## src/rtl/pif_led_pattern.sv

```systemverilog
// LED pattern generator: prescaled flash phase plus per-LED 8-bit PWM with shadowed duties.
// Define LED_BREATHE_EN to build the breathe FSM and level scaler for MODE_BREATHE.
module pif_led_pattern #(
  parameter int unsigned PRESCALE     = 1024,
  parameter int unsigned FLASH_TICKS  = 256,
  parameter logic [3:0]  MODE_OFF     = 4'd0,
  parameter logic [3:0]  MODE_ALT     = 4'd1,
  parameter logic [3:0]  MODE_SYNC    = 4'd2,
  parameter logic [3:0]  MODE_SOLID   = 4'd3,
  parameter logic [3:0]  MODE_BREATHE = 4'd4
) (
  input  logic       xclk,
  input  logic       sys_rst,
  input  logic [3:0] mode,
  input  logic [7:0] bright_r,
  input  logic [7:0] bright_g,
  output logic       red,
  output logic       green,
  output logic       phase
);

  localparam logic [15:0] PRE_LAST = 16'(PRESCALE - 1);
  localparam logic [15:0] FL_LAST  = 16'(FLASH_TICKS - 1);

  logic [15:0] pre_cnt_q, pre_cnt_d;
  logic [15:0] fl_cnt_q, fl_cnt_d;
  logic [7:0]  pwm_cnt_q, pwm_cnt_d;
  logic [7:0]  sh_r_q, sh_r_d;
  logic [7:0]  sh_g_q, sh_g_d;
  logic [3:0]  mode_q, mode_d;
  logic        phase_q, phase_d;
  logic        red_q, red_d;
  logic        green_q, green_d;
  logic        tick, mode_chg, pwm_r, pwm_g;
  logic [7:0]  duty_r, duty_g;

`ifdef LED_BREATHE_EN
  typedef enum logic {BR_UP = 1'b0, BR_DOWN = 1'b1} br_state_e;
  br_state_e   br_state_q, br_state_d;
  logic [7:0]  level_q, level_d;
`endif

  always_comb begin
    tick      = (pre_cnt_q == PRE_LAST);
    mode_chg  = (mode != mode_q);
    pwm_cnt_d = pwm_cnt_q + 8'd1;
    pwm_r     = (sh_r_q > pwm_cnt_q);
    pwm_g     = (sh_g_q > pwm_cnt_q);

    mode_d    = mode_q;
    pre_cnt_d = tick ? '0 : pre_cnt_q + 16'd1;
    fl_cnt_d  = fl_cnt_q;
    phase_d   = phase_q;
    if (tick) begin
      if (fl_cnt_q == FL_LAST) begin
        fl_cnt_d = '0;
        phase_d  = ~phase_q;
      end else begin
        fl_cnt_d = fl_cnt_q + 16'd1;
      end
    end

    duty_r = bright_r;
    duty_g = bright_g;
`ifdef LED_BREATHE_EN
    level_d    = level_q;
    br_state_d = br_state_q;
    if (tick && (mode_q == MODE_BREATHE)) begin
      if (br_state_q == BR_UP) begin
        level_d = level_q + 8'd1;
        if (level_q == 8'd254) br_state_d = BR_DOWN;
      end else begin
        level_d = level_q - 8'd1;
        if (level_q == 8'd1) br_state_d = BR_UP;
      end
    end
    if (mode_q == MODE_BREATHE) begin
      duty_r = 8'((16'(bright_r) * 16'(level_q)) >> 8);
      duty_g = 8'((16'(bright_g) * 16'(level_q)) >> 8);
    end
`endif

    // Restart overrides any tick/toggle computed above for this cycle.
    if (mode_chg) begin
      mode_d    = mode;
      pre_cnt_d = '0;
      fl_cnt_d  = '0;
      phase_d   = 1'b0;
`ifdef LED_BREATHE_EN
      level_d    = '0;
      br_state_d = BR_UP;
`endif
    end

    sh_r_d = (pwm_cnt_q == 8'hFF) ? duty_r : sh_r_q;
    sh_g_d = (pwm_cnt_q == 8'hFF) ? duty_g : sh_g_q;

    red_d   = 1'b0;
    green_d = 1'b0;
    case (mode_q)
      MODE_OFF: begin
        red_d   = 1'b0;
        green_d = 1'b0;
      end
      MODE_ALT: begin
        red_d   = phase_q & pwm_r;
        green_d = ~phase_q & pwm_g;
      end
      MODE_SYNC: begin
        red_d   = phase_q & pwm_r;
        green_d = phase_q & pwm_g;
      end
      MODE_SOLID: begin
        red_d   = pwm_r;
        green_d = pwm_g;
      end
`ifdef LED_BREATHE_EN
      MODE_BREATHE: begin
        red_d   = pwm_r;
        green_d = pwm_g;
      end
`else
      MODE_BREATHE: begin
        red_d   = 1'b0;
        green_d = 1'b0;
      end
`endif
      default: begin
        red_d   = 1'b0;
        green_d = 1'b0;
      end
    endcase
  end

  always_ff @(posedge xclk) begin
    if (sys_rst) begin
      pre_cnt_q  <= '0;
      fl_cnt_q   <= '0;
      pwm_cnt_q  <= '0;
      sh_r_q     <= '0;
      sh_g_q     <= '0;
      mode_q     <= MODE_OFF;
      phase_q    <= 1'b0;
      red_q      <= 1'b0;
      green_q    <= 1'b0;
`ifdef LED_BREATHE_EN
      level_q    <= '0;
      br_state_q <= BR_UP;
`endif
    end else begin
      pre_cnt_q  <= pre_cnt_d;
      fl_cnt_q   <= fl_cnt_d;
      pwm_cnt_q  <= pwm_cnt_d;
      sh_r_q     <= sh_r_d;
      sh_g_q     <= sh_g_d;
      mode_q     <= mode_d;
      phase_q    <= phase_d;
      red_q      <= red_d;
      green_q    <= green_d;
`ifdef LED_BREATHE_EN
      level_q    <= level_d;
      br_state_q <= br_state_d;
`endif
    end
  end

  assign red   = red_q;
  assign green = green_q;
  assign phase = phase_q;

endmodule
```

## config.mk

```make
export PLATFORM = sky130hd
export DESIGN_NAME = pif_led_pattern
export DESIGN_NICKNAME = d
export VERILOG_FILES = /design/src/rtl/pif_led_pattern.sv
export SDC_FILE = /design/constraint.sdc
export NUM_CORES = 1
export LEC_CHECK = 0
export CAP_MARGIN = 20
export CORE_UTILIZATION = 25
export CTS_BUF_LIST = sky130_fd_sc_hd__clkbuf_4 sky130_fd_sc_hd__clkbuf_8 sky130_fd_sc_hd__clkbuf_16
export DETAILED_ROUTE_END_ITERATION = 12
export PLACE_DENSITY = 0.4
export SLEW_MARGIN = 0
export SYNTH_ARGS = -nofsm -noshare
export SYNTH_HDL_FRONTEND = slang
export SYNTH_SLANG_ARGS = --single-unit
```

## constraint.sdc

```tcl
create_clock -name xclk -period 2.4 [get_ports xclk]
set_input_delay 0.48 -clock xclk [delete_from_list [all_inputs] [get_ports xclk]]
set_output_delay 0.48 -clock xclk [all_outputs]
set_load 0.01 [all_outputs]
```

==> metrics.md <==
| Metric | Value |
|---|---|
| Outcome | `completed` |
| Post-synth EDFFs | `0` |
| Global route overflow | `0` |
| RSZ-0062 raised after global routing | `false` |
| Clk pwr share | `55.3%` |
| I/O Buffers | `24` |
| Max-cap violations | `0` |
| H-tree depth | `3` |
| Max FO, Critical Path | `13` |
| Synth top area share | `40.08%` |
| Worst hold path class | `flip-flop to flip-flop` |
| Synthesized Nets | `385` |
| Resized cells post-CTS | `0` |
| Slowest CP cell | `or4_1` |
| GP Congestion | `0.7773` |
| TritonRoute pass-1 iters | `6` |
| Critical Path RT | `2.64 ns` |
| Cell variety after synth | `52` |
| Commonest non-fill, non-tap cell in the layout | `dfxtp_1` |
| Critical Path AT | `2.30 ns` |
| Max incr delay on CP | `0.59 ns` |
| Final Cycle Share | `86.05%` |
| Post-Synthesis Cells | `344` |
| Maximum clock path buffer count | `2` |
| Largest net degree at the start of global routing | `19` |
| Cell Pwr Density | `666.2 nW/um2` |
| Slew headroom | `72.11%` |
| Ports | `25` |
| Post-synth top flop | `dfxtp_1` |
| Seq/Total Area, Yosys | `40.08%` |
| Largest area contributor in the netlist | `dfxtp_1` |
| Antenna viol nets, final | `0` |
| Setup CP Type | `flip-flop to flip-flop` |
| Switching part of the total power | `19.59%` |
| Worst-margin pin slew | `0.4152 ns` |
| Most frequent cells in the layout | `dfxtp_1, nor2_1, clkdlybuf4s50_1, a21oi_1, ha_1` |
| Vias | `2530` |
| Drt total wl | `7.161 mm` |
| Core Util, Final | `32.26%` |
| Max Fclk | `0.4842 GHz` |
| Crit path max-delay family | `simple AND/OR/NAND/NOR gates` |
| Layout net count | `417` |
| Num CTS Buffers | `9` |
| Placement Setup Slack | `0.3029 ns` |
| Logic pwr share | `4.0%` |
| Post-Syn Area per Cell | `9.148 um2` |
| Power, Total | `0.002614 W` |
| Hold_buf cts | `0` |
| Final Worst Setup Slack | `0.3347 ns` |
| Number of cell rows | `40` |
| Nature of the critical path startpoint | `flip-flop` |
| Final Hold Viols | `0` |
| First DRT Iteration DRCs | `94` |
| Clk_lat worst skew | `0.33 ns` |
| Layout cells sized above 1 | `10.24%` |
| Final min period | `2.065 ns` |
| Width of the die | `114.2 um` |
| Seq pwr share | `40.7%` |
| Synthesized area | `3147 um2` |
| Sequence of cells on the critical path | `ha_1, and4bb_2, nand4_2, or4_1, a211oi_1` |
| Fin. max-slew vios | `0` |
| CP endpoint kind | `flip-flop` |
| Area grow syn2layout | `24.69%` |
| Worst-path clk slew | `0.05 ns` |
| Sum Neg Setup Slack | `0 ns` |
| First-pass GRT wire length | `12.05 mm` |
| Reg-to-reg slack, setup | `0.33 ns` |
| Cell Int Power | `0.002102 W` |
| Yosys warnings | `0` |
| Final setup viols | `0` |
| Starting Density | `25.87%` |
| Ys async rst share | `0%` |
| Drt drc | `0` |
| Post CTS Setup Buffer Count | `0` |
| Largest cells by area after synthesis | `dfxtp_1, ha_1, nor2_1` |
| Die Y | `114.2 um` |
| Mean routed wirelength per cell | `13.04 um` |
| Crit path buf inv count | `0` |
| DIE AREA | `13040 um2` |
| Final Skew | `0.005303 ns` |
| CTS root buf | `clkbuf_16` |
| Non-Filler Instances | `549` |
| Antenna diodes | `0` |
| Gr usage total | `12.02%` |
| CTS tree | `done` |
| Vias per inst | `4.608` |
| DP Wirelength | `5.210 mm` |
| Static leakage | `1.315 nW` |
| Number of global-route vias before repair | `2441` |
| Placed cells | `533` |
| Synthesized flop and latch total | `63` |
| Maximum vdd drop | `0.0002442 V` |
| Switching power | `0.0005120 W` |
| Initial antenna violation count | `0` |
| Core area | `12160 um2` |
| TritonCTS Sinks | `63` |
layout make-up:
class,count,area (um2)
clock inverter,3,65.06
fill,1243,8238
timing repair buffer,35,322.8
tap,168,210.2
multi-input combinational,254,1748
sequential,63,1261
inverter,13,48.80
clock buffer,13,267.8
logic make-up (layout without fill, tap and decap cells):
group	after synthesis	in the layout	synth area share, %
and+or+nand+nor	139	139	25.33
xor gates and xnor gates	21	21	5.845
muxes	15	15	4.811
AOI/OAI and AO/OA	59	59	11.69
buffers and inverters	27	64	4.374
adders and majority gates	20	20	7.873
DFF	63	63	40.08
synth_stat cells, types with 2 or more instances:
master    number
a211oi_1       5
a21oi_1       21
a22oi_1        3
and2_1         4
and3_1         6
and4_1         9
buf_2          3
buf_6          2
clkbuf_1       5
dfxtp_1       63
ha_1          19
inv_1         13
mux2i_1       14
nand2_1       17
nand3_1       13
nand4_1       14
nand4_2        2
nor2_1        38
nor2b_1        7
nor3_1         4
nor4_1         2
o211ai_1       3
o21a_1         2
o21ai_0       12
o31ai_1        6
or3_1          6
or4_1          6
or4b_1         2
xnor2_1        6
xor2_1        15
power by group through the flow:
stage | Sequential [W] | Clock, W | Combinational, W
floorplan | 0.00108 | 0 | 0.0000499
global placement | 0.00109 | 0 | 0.000106
detailed placement | 0.00109 | 0 | 0.000106
CTS | 0.00106 | 0.00148 | 0.000107
global route | 0.00106 | 0.00154 | 0.000116
finish | 0.00106 | 0.00145 | 0.000104
layer usage:
metal / part of all wire [%] / track usage (%)
met1: 54 / 16.76
met2: 42 / 17.33
met3: 2.8 / 2.912
met4: 1.6 / 5.628
met5: 0 / 0
flip-flops by register name, indices dropped and copies added, names as in the netlist:
name,count
mode_q,4
pwm_cnt_q,8
red,1
green,1
phase,1
sh_g_q,8
sh_r_q,8
pre_cnt_q,16
fl_cnt_q,16
path summary, 6_finish.rpt:
check                             startpoint            to  depth (start not counted)
worst max-delay path            pre_cnt_q[0]  fl_cnt_q[11]                          5
worst min-delay path            pre_cnt_q[0]  pre_cnt_q[0]                          1
worst max register to register  pre_cnt_q[0]  fl_cnt_q[11]                          5
worst min register to register  pre_cnt_q[0]  pre_cnt_q[0]                          1
stage by stage:
stage	instance area (um2)	hold slack, ns
after floorplan	3147	0.4129
after global placement	3591	0.4243
after detailed placement	3591	0.4334
after CTS	3924	0.4410
after global routing	3924	0.4608
final	3924	0.4368
No activity file was read; power rests on OpenSTA's default activity.
